File: src/rtl/ccr_pkg.sv
// Shared definitions for the condition-code register stage: opcodes, flag bit
// positions, branch condition codes and the per-opcode flag update mask.
package ccr_pkg;

    // ALU opcodes as presented in EX.
    localparam logic [3:0] OP_MOV  = 4'b0000;
    localparam logic [3:0] OP_ADD  = 4'b0001;
    localparam logic [3:0] OP_SUB  = 4'b0010;
    localparam logic [3:0] OP_AND  = 4'b0011;
    localparam logic [3:0] OP_OR   = 4'b0100;
    localparam logic [3:0] OP_RLC  = 4'b0101;
    localparam logic [3:0] OP_RRC  = 4'b0110;
    localparam logic [3:0] OP_SETC = 4'b0111;
    localparam logic [3:0] OP_CLRC = 4'b1000;
    localparam logic [3:0] OP_NOT  = 4'b1001;
    localparam logic [3:0] OP_NEG  = 4'b1010;
    localparam logic [3:0] OP_INC  = 4'b1011;
    localparam logic [3:0] OP_DEC  = 4'b1100;

    // Flag positions inside the 4-bit {V,C,N,Z} vector.
    localparam int unsigned FLAG_Z = 0;
    localparam int unsigned FLAG_N = 1;
    localparam int unsigned FLAG_C = 2;
    localparam int unsigned FLAG_V = 3;

    typedef enum logic [2:0] {
        BrZ      = 3'b000,
        BrN      = 3'b001,
        BrC      = 3'b010,
        BrV      = 3'b011,
        BrNz     = 3'b100,
        BrNc     = 3'b101,
        BrAlways = 3'b110,
        BrNever  = 3'b111
    } br_cond_e;

    // Which flags an opcode is allowed to write, ordered {V,C,N,Z}.
    function automatic logic [3:0] upd_mask(input logic [3:0] op);
        logic [3:0] m;
        m = 4'b0000;
        case (op)
            OP_ADD, OP_SUB, OP_NEG, OP_INC, OP_DEC: m = 4'b1111;
            OP_AND, OP_OR, OP_NOT:                  m = 4'b0011;
            OP_RLC, OP_RRC:                         m = 4'b0111;
            OP_SETC, OP_CLRC:                       m = 4'b0100;
            default:                                m = 4'b0000;
        endcase
        return m;
    endfunction

    // Branch condition test against a {V,C,N,Z} flag vector.
    function automatic logic br_cond_met(input logic [2:0] cond, input logic [3:0] f);
        logic met;
        met = 1'b0;
        case (br_cond_e'(cond))
            BrZ:      met = f[FLAG_Z];
            BrN:      met = f[FLAG_N];
            BrC:      met = f[FLAG_C];
            BrV:      met = f[FLAG_V];
            BrNz:     met = ~f[FLAG_Z];
            BrNc:     met = ~f[FLAG_C];
            BrAlways: met = 1'b1;
            BrNever:  met = 1'b0;
            default:  met = 1'b0;
        endcase
        return met;
    endfunction

endpackage

File: src/rtl/ccr_unit_if.sv
// EX-stage side of the condition-code unit: ALU flags, pipeline control,
// branch request/result and interrupt flag save/restore.
interface ccr_unit_if;
    logic       ex_valid;
    logic [3:0] alu_op;
    logic       alu_z;
    logic       alu_n;
    logic       alu_c;
    logic       alu_v;
    logic       stall;
    logic       flush;
    logic       br_eval;
    logic [2:0] br_cond;
    logic       int_save;
    logic       int_restore;
    logic [3:0] ccr;
    logic       br_taken;
    logic       br_valid;
    logic       stk_ovf;
    logic       stk_unf;

    // Pipeline driving the unit.
    modport master (
        output ex_valid, alu_op, alu_z, alu_n, alu_c, alu_v, stall, flush,
        output br_eval, br_cond, int_save, int_restore,
        input  ccr, br_taken, br_valid, stk_ovf, stk_unf
    );

    // The condition-code unit itself.
    modport slave (
        input  ex_valid, alu_op, alu_z, alu_n, alu_c, alu_v, stall, flush,
        input  br_eval, br_cond, int_save, int_restore,
        output ccr, br_taken, br_valid, stk_ovf, stk_unf
    );
endinterface

File: src/rtl/ccr_shadow_stack.sv
// LIFO of saved flag vectors for nested interrupts. A simultaneous push and
// pop is treated as a pop only; overflow/underflow attempts leave the stack
// untouched and raise a one-cycle pulse on the following cycle.
module ccr_shadow_stack #(
    parameter int unsigned DEPTH = 2
) (
    input  logic       clk,
    input  logic       rst,
    input  logic       push,
    input  logic       pop,
    input  logic [3:0] wdata,
    output logic [3:0] rdata,
    output logic       empty,
    output logic       ovf,
    output logic       unf
);

    localparam int unsigned PTR_W = $clog2(DEPTH + 1);
    // Slot count rounded to a power of two so the pointer indexes it exactly.
    localparam int unsigned SLOTS = 2 ** PTR_W;

    logic [PTR_W-1:0] ptr_q, ptr_d;
    logic [3:0]       mem_q [SLOTS];
    logic             full;
    logic             do_push, do_pop;
    logic             ovf_d, unf_d;

    // Pointer arithmetic and pulse generation.
    always_comb begin
        full    = (ptr_q == PTR_W'(DEPTH));
        empty   = (ptr_q == '0);
        do_pop  = pop & ~empty;
        do_push = push & ~pop & ~full;
        ovf_d   = push & ~pop & full;
        unf_d   = pop & empty;
        ptr_d   = ptr_q;
        if (do_pop) begin
            ptr_d = ptr_q - PTR_W'(1);
        end else if (do_push) begin
            ptr_d = ptr_q + PTR_W'(1);
        end
        // Index wraps when empty; callers gate use of rdata with empty.
        rdata = mem_q[ptr_q - PTR_W'(1)];
    end

    // Pointer and status pulses; reset empties the stack.
    always_ff @(posedge clk) begin
        if (rst) begin
            ptr_q <= '0;
            ovf   <= 1'b0;
            unf   <= 1'b0;
        end else begin
            ptr_q <= ptr_d;
            ovf   <= ovf_d;
            unf   <= unf_d;
        end
    end

    // Entry storage needs no reset; contents below the pointer are don't-care.
    always_ff @(posedge clk) begin
        if (do_push) begin
            mem_q[ptr_q] <= wdata;
        end
    end

endmodule

File: src/rtl/ccr_unit.sv
// Condition-code register stage after the 8-bit ALU. Latches masked ALU flags,
// resolves branches on the bypassed next-flag value, and saves/restores flags
// across interrupts through a shadow stack.
module ccr_unit
    import ccr_pkg::*;
#(
    parameter int unsigned SHADOW_DEPTH = 2,
    parameter logic [3:0]  CCR_RESET    = 4'b0000
) (
    input  logic       clk,
    input  logic       rst,
    ccr_unit_if.slave  bus
);

    logic [3:0] ccr_q, ccr_d, ccr_next;
    logic [3:0] alu_f, mask;
    logic       upd, br_go, cond_met;
    logic       br_valid_q, br_taken_q;
    logic [3:0] stk_top;
    logic       stk_empty, stk_ovf, stk_unf;

    ccr_shadow_stack #(
        .DEPTH (SHADOW_DEPTH)
    ) u_stack (
        .clk   (clk),
        .rst   (rst),
        .push  (bus.int_save),
        .pop   (bus.int_restore),
        .wdata (ccr_next),
        .rdata (stk_top),
        .empty (stk_empty),
        .ovf   (stk_ovf),
        .unf   (stk_unf)
    );

    // Masked flag merge, branch test on the bypassed value, restore override.
    always_comb begin
        alu_f          = 4'b0000;
        alu_f[FLAG_Z]  = bus.alu_z;
        alu_f[FLAG_N]  = bus.alu_n;
        alu_f[FLAG_C]  = bus.alu_c;
        alu_f[FLAG_V]  = bus.alu_v;
        mask           = upd_mask(bus.alu_op);
        upd            = bus.ex_valid & ~bus.stall & ~bus.flush;
        ccr_next       = ccr_q;
        if (upd) begin
            ccr_next = (alu_f & mask) | (ccr_q & ~mask);
        end
        br_go    = bus.br_eval & ~bus.stall & ~bus.flush;
        cond_met = br_cond_met(bus.br_cond, ccr_next);
        // A successful pop wins over any same-cycle ALU update.
        ccr_d    = (bus.int_restore && !stk_empty) ? stk_top : ccr_next;
    end

    // Committed flags and registered branch decision.
    always_ff @(posedge clk) begin
        if (rst) begin
            ccr_q      <= CCR_RESET;
            br_valid_q <= 1'b0;
            br_taken_q <= 1'b0;
        end else begin
            ccr_q      <= ccr_d;
            br_valid_q <= br_go;
            br_taken_q <= br_go & cond_met;
        end
    end

    assign bus.ccr      = ccr_q;
    assign bus.br_valid = br_valid_q;
    assign bus.br_taken = br_taken_q;
    assign bus.stk_ovf  = stk_ovf;
    assign bus.stk_unf  = stk_unf;

endmodule

File: src/flat_wrapper.sv
// flat-port wrapper written by rule: the top's interface ports become plain ports
module ccr_unit_flat import ccr_pkg::*;
#(
    parameter int unsigned SHADOW_DEPTH = 2,
    parameter logic [3:0]  CCR_RESET    = 4'b0000
)
  (clk, rst, bus_ex_valid, bus_alu_op, bus_alu_z, bus_alu_n, bus_alu_c, bus_alu_v, bus_stall, bus_flush, bus_br_eval, bus_br_cond, bus_int_save, bus_int_restore, bus_ccr, bus_br_taken, bus_br_valid, bus_stk_ovf, bus_stk_unf);
  ccr_unit_if bus_i ();
  input  logic clk;
  input  logic rst;
  input wire logic [$bits(bus_i.ex_valid)-1:0] bus_ex_valid;
  input wire logic [$bits(bus_i.alu_op)-1:0] bus_alu_op;
  input wire logic [$bits(bus_i.alu_z)-1:0] bus_alu_z;
  input wire logic [$bits(bus_i.alu_n)-1:0] bus_alu_n;
  input wire logic [$bits(bus_i.alu_c)-1:0] bus_alu_c;
  input wire logic [$bits(bus_i.alu_v)-1:0] bus_alu_v;
  input wire logic [$bits(bus_i.stall)-1:0] bus_stall;
  input wire logic [$bits(bus_i.flush)-1:0] bus_flush;
  input wire logic [$bits(bus_i.br_eval)-1:0] bus_br_eval;
  input wire logic [$bits(bus_i.br_cond)-1:0] bus_br_cond;
  input wire logic [$bits(bus_i.int_save)-1:0] bus_int_save;
  input wire logic [$bits(bus_i.int_restore)-1:0] bus_int_restore;
  output wire logic [$bits(bus_i.ccr)-1:0] bus_ccr;
  output wire logic [$bits(bus_i.br_taken)-1:0] bus_br_taken;
  output wire logic [$bits(bus_i.br_valid)-1:0] bus_br_valid;
  output wire logic [$bits(bus_i.stk_ovf)-1:0] bus_stk_ovf;
  output wire logic [$bits(bus_i.stk_unf)-1:0] bus_stk_unf;
  assign bus_i.ex_valid = bus_ex_valid;
  assign bus_i.alu_op = bus_alu_op;
  assign bus_i.alu_z = bus_alu_z;
  assign bus_i.alu_n = bus_alu_n;
  assign bus_i.alu_c = bus_alu_c;
  assign bus_i.alu_v = bus_alu_v;
  assign bus_i.stall = bus_stall;
  assign bus_i.flush = bus_flush;
  assign bus_i.br_eval = bus_br_eval;
  assign bus_i.br_cond = bus_br_cond;
  assign bus_i.int_save = bus_int_save;
  assign bus_i.int_restore = bus_int_restore;
  assign bus_ccr = bus_i.ccr;
  assign bus_br_taken = bus_i.br_taken;
  assign bus_br_valid = bus_i.br_valid;
  assign bus_stk_ovf = bus_i.stk_ovf;
  assign bus_stk_unf = bus_i.stk_unf;
  ccr_unit #(.SHADOW_DEPTH(SHADOW_DEPTH), .CCR_RESET(CCR_RESET)) u_core (.clk(clk), .rst(rst), .bus(bus_i));
endmodule
File: config.mk
export PLATFORM = sky130hd
export DESIGN_NAME = ccr_unit_flat
export DESIGN_NICKNAME = d
export VERILOG_FILES = /design/src/rtl/ccr_pkg.sv /design/src/rtl/ccr_unit_if.sv /design/src/rtl/ccr_shadow_stack.sv /design/src/rtl/ccr_unit.sv /design/src/flat_wrapper.sv
export SDC_FILE = /design/constraint.sdc
export NUM_CORES = 1
export LEC_CHECK = 0
export ABC_AREA = 1
export CORE_MARGIN = 5
export CORE_UTILIZATION = 55
export CTS_CLUSTER_SIZE = 24
export DETAILED_ROUTE_END_ITERATION = 10
export PLACE_DENSITY = 0.83
export SLEW_MARGIN = 20
export SYNTH_ARGS = -nofsm -noshare
export SYNTH_HDL_FRONTEND = slang
export SYNTH_HIERARCHICAL = 1
export SYNTH_SLANG_ARGS = --single-unit
File: constraint.sdc
create_clock -name clk -period 2.69 [get_ports clk]
set_input_delay 0.807 -clock clk [delete_from_list [all_inputs] [get_ports clk]]
set_output_delay 0.807 -clock clk [all_outputs]
set_load 0.02 [all_outputs]
==> results.txt, run 1 <==
Setup repair after global routing left no endpoint under its margin. The class of the tightest hold or removal check is reg -> reg. The first global-routing pass estimated 5375 um of wire. The quantity of I/O buffers inserted on ports was 26.

The run gives 206 as the net count after synthesis. The logs give 0.8604 for the final weighted congestion in routability-driven placement and 209 for the number of fill cells in the layout. Summed over all cells, the static leakage comes to 0.8010 nW.

The count of final max-slew check failures came out at 0. Entering global routing, the biggest net connects 15 pins. Cell count after synthesis: 178. For the largest voltage drop on the vdd net, the log shows 0.3998 mV. The depth of the worst hold-timing path is 2, and the global-route met2 utilization is 31.66%. The flow ran to the end, and the final reports show no timing, DRC or antenna violations. Timing would allow up to 460.5 MHz.

The worst setup path is captured at a flop. The final sum of negative setup slack was 0 ns. Along the worst path, the maximum fanout reaches 4. OpenSTA, run right after detailed placement, puts the worst setup slack at 0.2124 ns. The tools report the buffer type at the clock tree root as sky130_fd_sc_hd__clkbuf_4. The layer flagged by global routing as most heavily used is met2. The final critical delay including setup and external delays is 2.172 ns, and the effective utilization at floorplan is 58.98%. The share of the Yosys chip area taken by registers is 45.75%. After clock tree synthesis, the flow added hold-fix buffers numbering 0. Setup violations remaining at the end of the flow were counted as 0. Once detail routing completed, the nets flagged for antenna violations numbered 0. The first TritonRoute pass finished after 4 iterations. Global routing used 19.08% of the available tracks.

The headroom to the max-slew limit came out at 71.10%. TritonCTS built the clock tree. For the number of global-route vias before repair, the log shows 1252. The most repeated cell in the gate-level netlist after synthesis is sky130_fd_sc_hd__inv_1.

The part of the cycle the worst path needs was 80.73%. Summing every instance area after synthesis gives 1488 sq um. In the final design database the tool counted 235 nets.

In the routed layout, each cell is associated on average with a via count of 5.292. The synthesized netlist contains 27 unique library cells. The area growth from synthesis to layout is 20.35%. The average wire per standard cell is 13.14 um, and the number of inserted diodes is 0. The fraction of post-synthesis cell area in the top cell type by area is 32.30%, and the average cell area after synthesis is 8.358 sq um. The number of buffers inserted by post-CTS setup repair was 0. The count of cells resized by post-cts repair is 0. From bottom edge to top edge, the die measures 62.01 um.

Element type at the critical path start: an input pin. The number of enable flip-flop cells after synthesis was 16; the number of antenna violations at the first check in global routing was 0. At the pin with the least slew margin, the transition time is 0.4329 ns.

The core footprint was 2522 sq um. The count of state elements after synthesis came out at 26. Global routing used 23.96% of the available met1 tracks.

After the first detailed-routing iteration, the DRC count stood at 93. The share of post-route cells with drive strength above 1 is 9.709%, and the post-detailed-route DRC marker count is 0. In this run, CTS created clock tree buffers numbering 3.

The logs give 0.006821 ns for the final worst clock skew and 2.24 ns for the worst path arrival time. After detailed routing, the total wire length is 3102 um. Global routing consumed, on the met3 layer, 3.306% of the routing resources. The power density over the cells was 554.8 nW/um^2. The floorplan has 18 rows. After synthesis, the cell types taking the most area are sky130_fd_sc_hd__edfxtp_1 32%, sky130_fd_sc_hd__dfxtp_1 13%, sky130_fd_sc_hd__inv_1 8.6%, sky130_fd_sc_hd__ha_1 7.6%, sky130_fd_sc_hd__nand2_1 7.3%. Ranked by instance count, the synthesized netlist is headed by 34 x sky130_fd_sc_hd__inv_1, 29 x sky130_fd_sc_hd__nand2_1, 23 x sky130_fd_sc_hd__nor2_1, 16 x sky130_fd_sc_hd__edfxtp_1, 13 x sky130_fd_sc_hd__nand3_1. For this design, the sink count on the clock tree is 26. The number of buffers on the longest clock path came out at 2. Detailed routing inserted a total of 1249 vias. The worst setup path category was in -> reg. Counting cells, the worst reg-to-reg path comes to 8. The clock-pin transition on the worst setup and hold timing paths was 0.13 ns. The logs give 6 for the number of warning messages in the yosys log and 3845 sq um for the die area. The critical path required time came out at 2.76 ns. Setup slack closes at 0.5183 ns.

For this run the aggregate overflow at the end of global routing stands at 0. The die is 62.01 um wide. The fraction of registers with async set or reset after synthesis came out at 0%. The HPWL after detailed placement is 2500 um. For the number of levels the H-tree was split into, the log shows 1. Across the run, the number of max-cap violations was 0. The total count of hold-check failures in the final report is 0.

During I/O placement, the number of pins put on the boundary was 27. Dominant synthesized flop cell: sky130_fd_sc_hd__edfxtp_1. Clock latency on the worst-skew pair, taken at its later pin, is 0.31 ns. The cell taking the most area after synthesis is sky130_fd_sc_hd__edfxtp_1.
==> state kept, by name, indices dropped and copies added, names as in the netlist <==
signal and cells:
u_core/bus.br_taken 1, u_core/u_stack/unf 1, u_core/u_stack/mem_q 16, u_core/bus.br_valid 1
u_core/u_stack/ptr_q 2, u_core/u_stack/ovf 1, u_core/bus.ccr 4
==> area by class of cell <==
cell class                 count  area (sq um)  share of cell area [%]
sequential                    26         680.7                   38.02
multi-input combinational    114         638.1                   35.64
timing repair buffer          26         260.3                   14.54
inverter                      36         137.6                   7.687
tap                           30         37.54                   2.096
clock buffer                   4         36.28                   2.027
==> power breakdown <==
group / internal, W / switching [W]
combinational: 0.000128 / 0.000190
clock: 0.0000826 / 0.000105
sequential: 0.000465 / 0.0000228
total: 0.000675 / 0.000318
==> cells in the final DEF (no fill, tap or decap), types with 2 or more instances in the layout <==
master,instances
sky130_fd_sc_hd__o21ai_1,2
sky130_fd_sc_hd__clkbuf_4,3
sky130_fd_sc_hd__o21ai_0,9
sky130_fd_sc_hd__clkdlybuf4s50_1,26
sky130_fd_sc_hd__nand4_1,2
sky130_fd_sc_hd__and2_4,2
sky130_fd_sc_hd__o22ai_1,4
sky130_fd_sc_hd__o21bai_2,2
sky130_fd_sc_hd__nor2_2,3
sky130_fd_sc_hd__nor3_1,3
sky130_fd_sc_hd__nand3_2,2
sky130_fd_sc_hd__nor2_1,23
sky130_fd_sc_hd__o21ai_2,2
sky130_fd_sc_hd__inv_1,34
sky130_fd_sc_hd__nand2_1,29
sky130_fd_sc_hd__dfxtp_1,10
sky130_fd_sc_hd__a21oi_1,4
sky130_fd_sc_hd__nand3_1,13
sky130_fd_sc_hd__edfxtp_1,16
sky130_fd_sc_hd__ha_1,9
==> layer usage <==
| metal | wire length (um) | vias up |
|---|---|---|
| met4 | 65 | 0 |
| met1 | 1305 | 571 |
| met5 | 0 | - |
| met2 | 1548 | 41 |
| met3 | 182 | 7 |
| li1 | - | 630 |
==> cell families after synthesis <==
| family | after synthesis | synth area share (%) |
|---|---|---|
| AOI/OAI and AO/OA | 25 | 10.51 |
| adders and majority gates | 9 | 7.570 |
| buffers and inverters | 38 | 11.35 |
| DFF | 26 | 45.75 |
| and+or+nand+nor | 80 | 24.81 |
==> worst max-delay path, cell delays in order <==
cell and delay, ns:
sky130_fd_sc_hd__clkdlybuf4s50_1 0.52, sky130_fd_sc_hd__inv_1 0.08, sky130_fd_sc_hd__ha_1 0.27, sky130_fd_sc_hd__nand2_1 0.09
sky130_fd_sc_hd__nand3_1 0.10, sky130_fd_sc_hd__nand3_1 0.09, sky130_fd_sc_hd__nand2_1 0.07, sky130_fd_sc_hd__nand2_1 0.11
sky130_fd_sc_hd__inv_1 0.09
==> final timing paths <==
check / slack (ns) / end / start
setup reg to reg: 0.70 / u_core/bus.ccr[0] / u_core/u_stack/ptr_q[0]
hold reg to reg: 0.57 / u_core/u_stack/ptr_q[1] / u_core/u_stack/ptr_q[1]
hold / removal: 0.57 / u_core/u_stack/ptr_q[1] / u_core/u_stack/ptr_q[1]
setup / recovery: 0.52 / u_core/u_stack/mem_q[2][2] / bus_alu_op[1]
==> per-stage QoR <==
stage / utilization (%) / total power [W] / hold WS, ns / cell area [sq um] / instances
final: 70.98 / 0.0009933 / 0.5744 / 1790 / 236
after global routing: 70.98 / 0.001059 / 0.6391 / 1790 / 236
after CTS: 70.98 / 0.0009974 / 0.5814 / 1790 / 236
after detailed placement: 69.54 / 0.0008114 / 0.5629 / 1754 / 232
after global placement: 69.54 / 0.0007953 / 0.5349 / 1754 / 232
after floorplan: - / 0.0007098 / 0.5116 / 1488 / 178
Note: power is estimated with default switching activity, not from simulation.
==> inputs of run 2 (changes only) <==
Settings changed: CORE_UTILIZATION 55 to 47, PLACE_DENSITY 0.83 to 0.76.
Clock period 2.69 ns to 1.9 ns, I/O delays scaled along.
==> results.txt, run 2 (synthesis gave the netlist of run 1 again) <==
Subtracting the final worst setup slack from the clock period gives 1.832 ns. The final worst clock skew came out at 0.004939 ns. The number of antenna violations at the first check in global routing came out at 0. Across the run, the number of max-cap violations was 0. For this design the ratio of total power to cell area is 794.5 nW/um^2. The class of the tightest hold or removal check was reg -> reg.

The net switching component of the power was 0.0004633 W. Sequential fraction of design power: 44.1%. The part of the cycle the worst path needs works out to 96.45%. The post-route antenna net violation count came out at 0. The critical path goes through clkdlybuf4s50_1.

The share of total power dissipated in combinational logic is 31.8%. Based on the critical path, the design can be clocked at up to 545.7 MHz. For the total number of vias, the log shows 1255. The run gives 0 as the post-detailed-route DRC marker count. The first global-routing pass estimated 5347 um of wire. Routability-driven placement finished with a final weighted congestion of 0.8747.

The worst hold slack after final layout was 0.5745 ns; the number of nets in the layout was 247. The sum of overflow across all layers after global routing is 0, and the worst path arrival time is 1.26 ns. The run gives 4390 sq um as the die area. The tools report the core footprint as 3053 sq um. Effective utilization at floorplan: 48.73%.

Entering global routing, the biggest net connects 16 pins. The switching fraction of total power works out to 30.01%. Static leakage: 0.9390 nW. The number of clock sinks is 26, and the pin slew with the least headroom to its limit is 0.2316 ns. The tools report the element type at the critical path start as a flop. In the layout the commonest cells are 33 x sky130_fd_sc_hd__inv_1, 27 x sky130_fd_sc_hd__nand2_1, 23 x sky130_fd_sc_hd__nor2_1, 21 x sky130_fd_sc_hd__clkdlybuf4s50_1, 16 x sky130_fd_sc_hd__edfxtp_1. The most flop-heavy register is u_core/u_stack/mem_q. The run gives 2 as the number of buffers on the longest clock path. The run gives 15.78% as the overall routing resource usage.

The maximum fanout count along the critical path works out to 1. The die is 66.26 um tall. The share of post-route cells with drive strength above 1 is 17.43%, and the number of flip-flops in the largest register is 16. The first detailed-routing pass took 4 iterations. The logs give 0 for the count of final max-slew check failures and 24.0% for the clock group share of total power. The number of fill cells in the layout was 265; the critical path required time was 1.33 ns. The number of placed instances, taps included, is 258. Headroom to the max-slew limit came out at 84.44%. The number of levels the H-tree was split into was 1.

The detailed router finished its first iteration with 73 violations. Once placement finished, the instance area stood at 1862 sq um. The worst setup path is captured at an output pin. For the final routed database, the setup TNS stands at 0 ns.

The total wire length came out at 3246 um. The worst setup path category is reg -> out. During I/O placement, the number of pins put on the boundary was 27.

Setup violations remaining at the end of the flow were counted as 0. The internal power of the cells totals 0.001081 W. TritonCTS built the clock tree. During placement, the flow inserted port buffers numbering 26.

From synthesis to final layout, the design area changed by 30.61%. For the largest voltage drop on the vdd net, the log shows 0.3343 mV. The run finished with clean final reports.

The number of vias per cell after detailed routing was 4.790. Buffers added to address setup during post-CTS repair amount to 0. The die is 66.26 um wide. The average wire per standard cell came out at 12.39 um.

Clock tree synthesis selected as its root buffer the cell sky130_fd_sc_hd__clkbuf_4. Setup repair after global routing left no endpoint under its margin. The clock-pin transition on the worst setup and hold timing paths is 0.14 ns, and the stage delay of the slowest cell on the critical path is 0.60 ns. For the total count of hold-check failures in the final report, the log shows 0. Overall power consumption after layout is estimated at 0.001544 W. Clock buffer count from CTS: 3. For the detailed placer's ending HPWL, the log shows 2613 um. Area of all placed cells without fillers: 1943 sq um.

0 antenna diodes ended up in the layout. The run gives 0.31 ns as the clock latency reported for the late side of the worst-skew pair. The kind of cell with the highest combined delay on the critical path was buffers and inverters. The library cell used most frequently in the layout, excluding fill and tap cells, is sky130_fd_sc_hd__inv_1. The floorplan row count was 20.

The slowest stage of the critical path is the sky130_fd_sc_hd__clkdlybuf4s50_1 cell. The number of global-route vias before repair is 1256, and the final non-filler cell total is 262. Count of buffer and inverter cells on the critical path: 1.
run 2: changes by cell type in the layout (fill, tap and decap cells not counted), moves of 2 or more:
cell                              change
sky130_fd_sc_hd__nand2_2              +2
sky130_fd_sc_hd__buf_4               +12
sky130_fd_sc_hd__nand2_1              -2
sky130_fd_sc_hd__dlymetal6s2s_1       +5
sky130_fd_sc_hd__clkdlybuf4s50_1      -5
run 2: per-stage QoR:
stage	utilization, %	setup slack, ns
floorplan	-	0.2962
global placement	60.98	-0.2520
detailed placement	60.98	-0.2993
CTS	62.70	0.01212
global route	63.65	0.008953
finish	63.65	0.06751
run 2: area by class of cell:
class | count | area [sq um] | share of cell area, %
clock inverter | 1 | 30.03 | 1.545
timing repair buffer | 38 | 362.8 | 18.67
sequential | 26 | 680.7 | 35.03
tap | 44 | 55.05 | 2.833
clock buffer | 3 | 22.52 | 1.159
inverter | 36 | 137.6 | 7.083
multi-input combinational | 114 | 654.4 | 33.68
run 2: repair_timing:
action                                  CTS  global route
hold buffers                              0             0
endpoints found under the setup margin    0            11
gates resized for setup                   0            11
run 2: per-layer routing:
layer	part of all wire, %	track usage [%]
met1	44	17.21
met2	53	31.10
met3	2.2	1.871
met4	1.2	4.569
met5	0	0
run 2: final timing paths:
kind                                              start                      end  slack [ns]  depth (start not counted)
worst max-delay path                u_core/bus.br_taken             bus_br_taken        0.07                          1
worst max register to register  u_core/u_stack/ptr_q[1]        u_core/bus.ccr[0]        0.20                          8
worst min-delay path            u_core/u_stack/ptr_q[1]  u_core/u_stack/ptr_q[1]        0.57                          2
worst min register to register  u_core/u_stack/ptr_q[1]  u_core/u_stack/ptr_q[1]        0.57                          2
run 2: power by group through the flow:
stage | registers (W) | clock network [W] | logic, W
after floorplan | 0.000712 | 0 | 0.000293
after global placement | 0.000693 | 0 | 0.000473
after detailed placement | 0.000695 | 0 | 0.000484
after CTS | 0.000683 | 0.000382 | 0.000487
after global routing | 0.000687 | 0.000404 | 0.000546
final | 0.000681 | 0.000371 | 0.000492
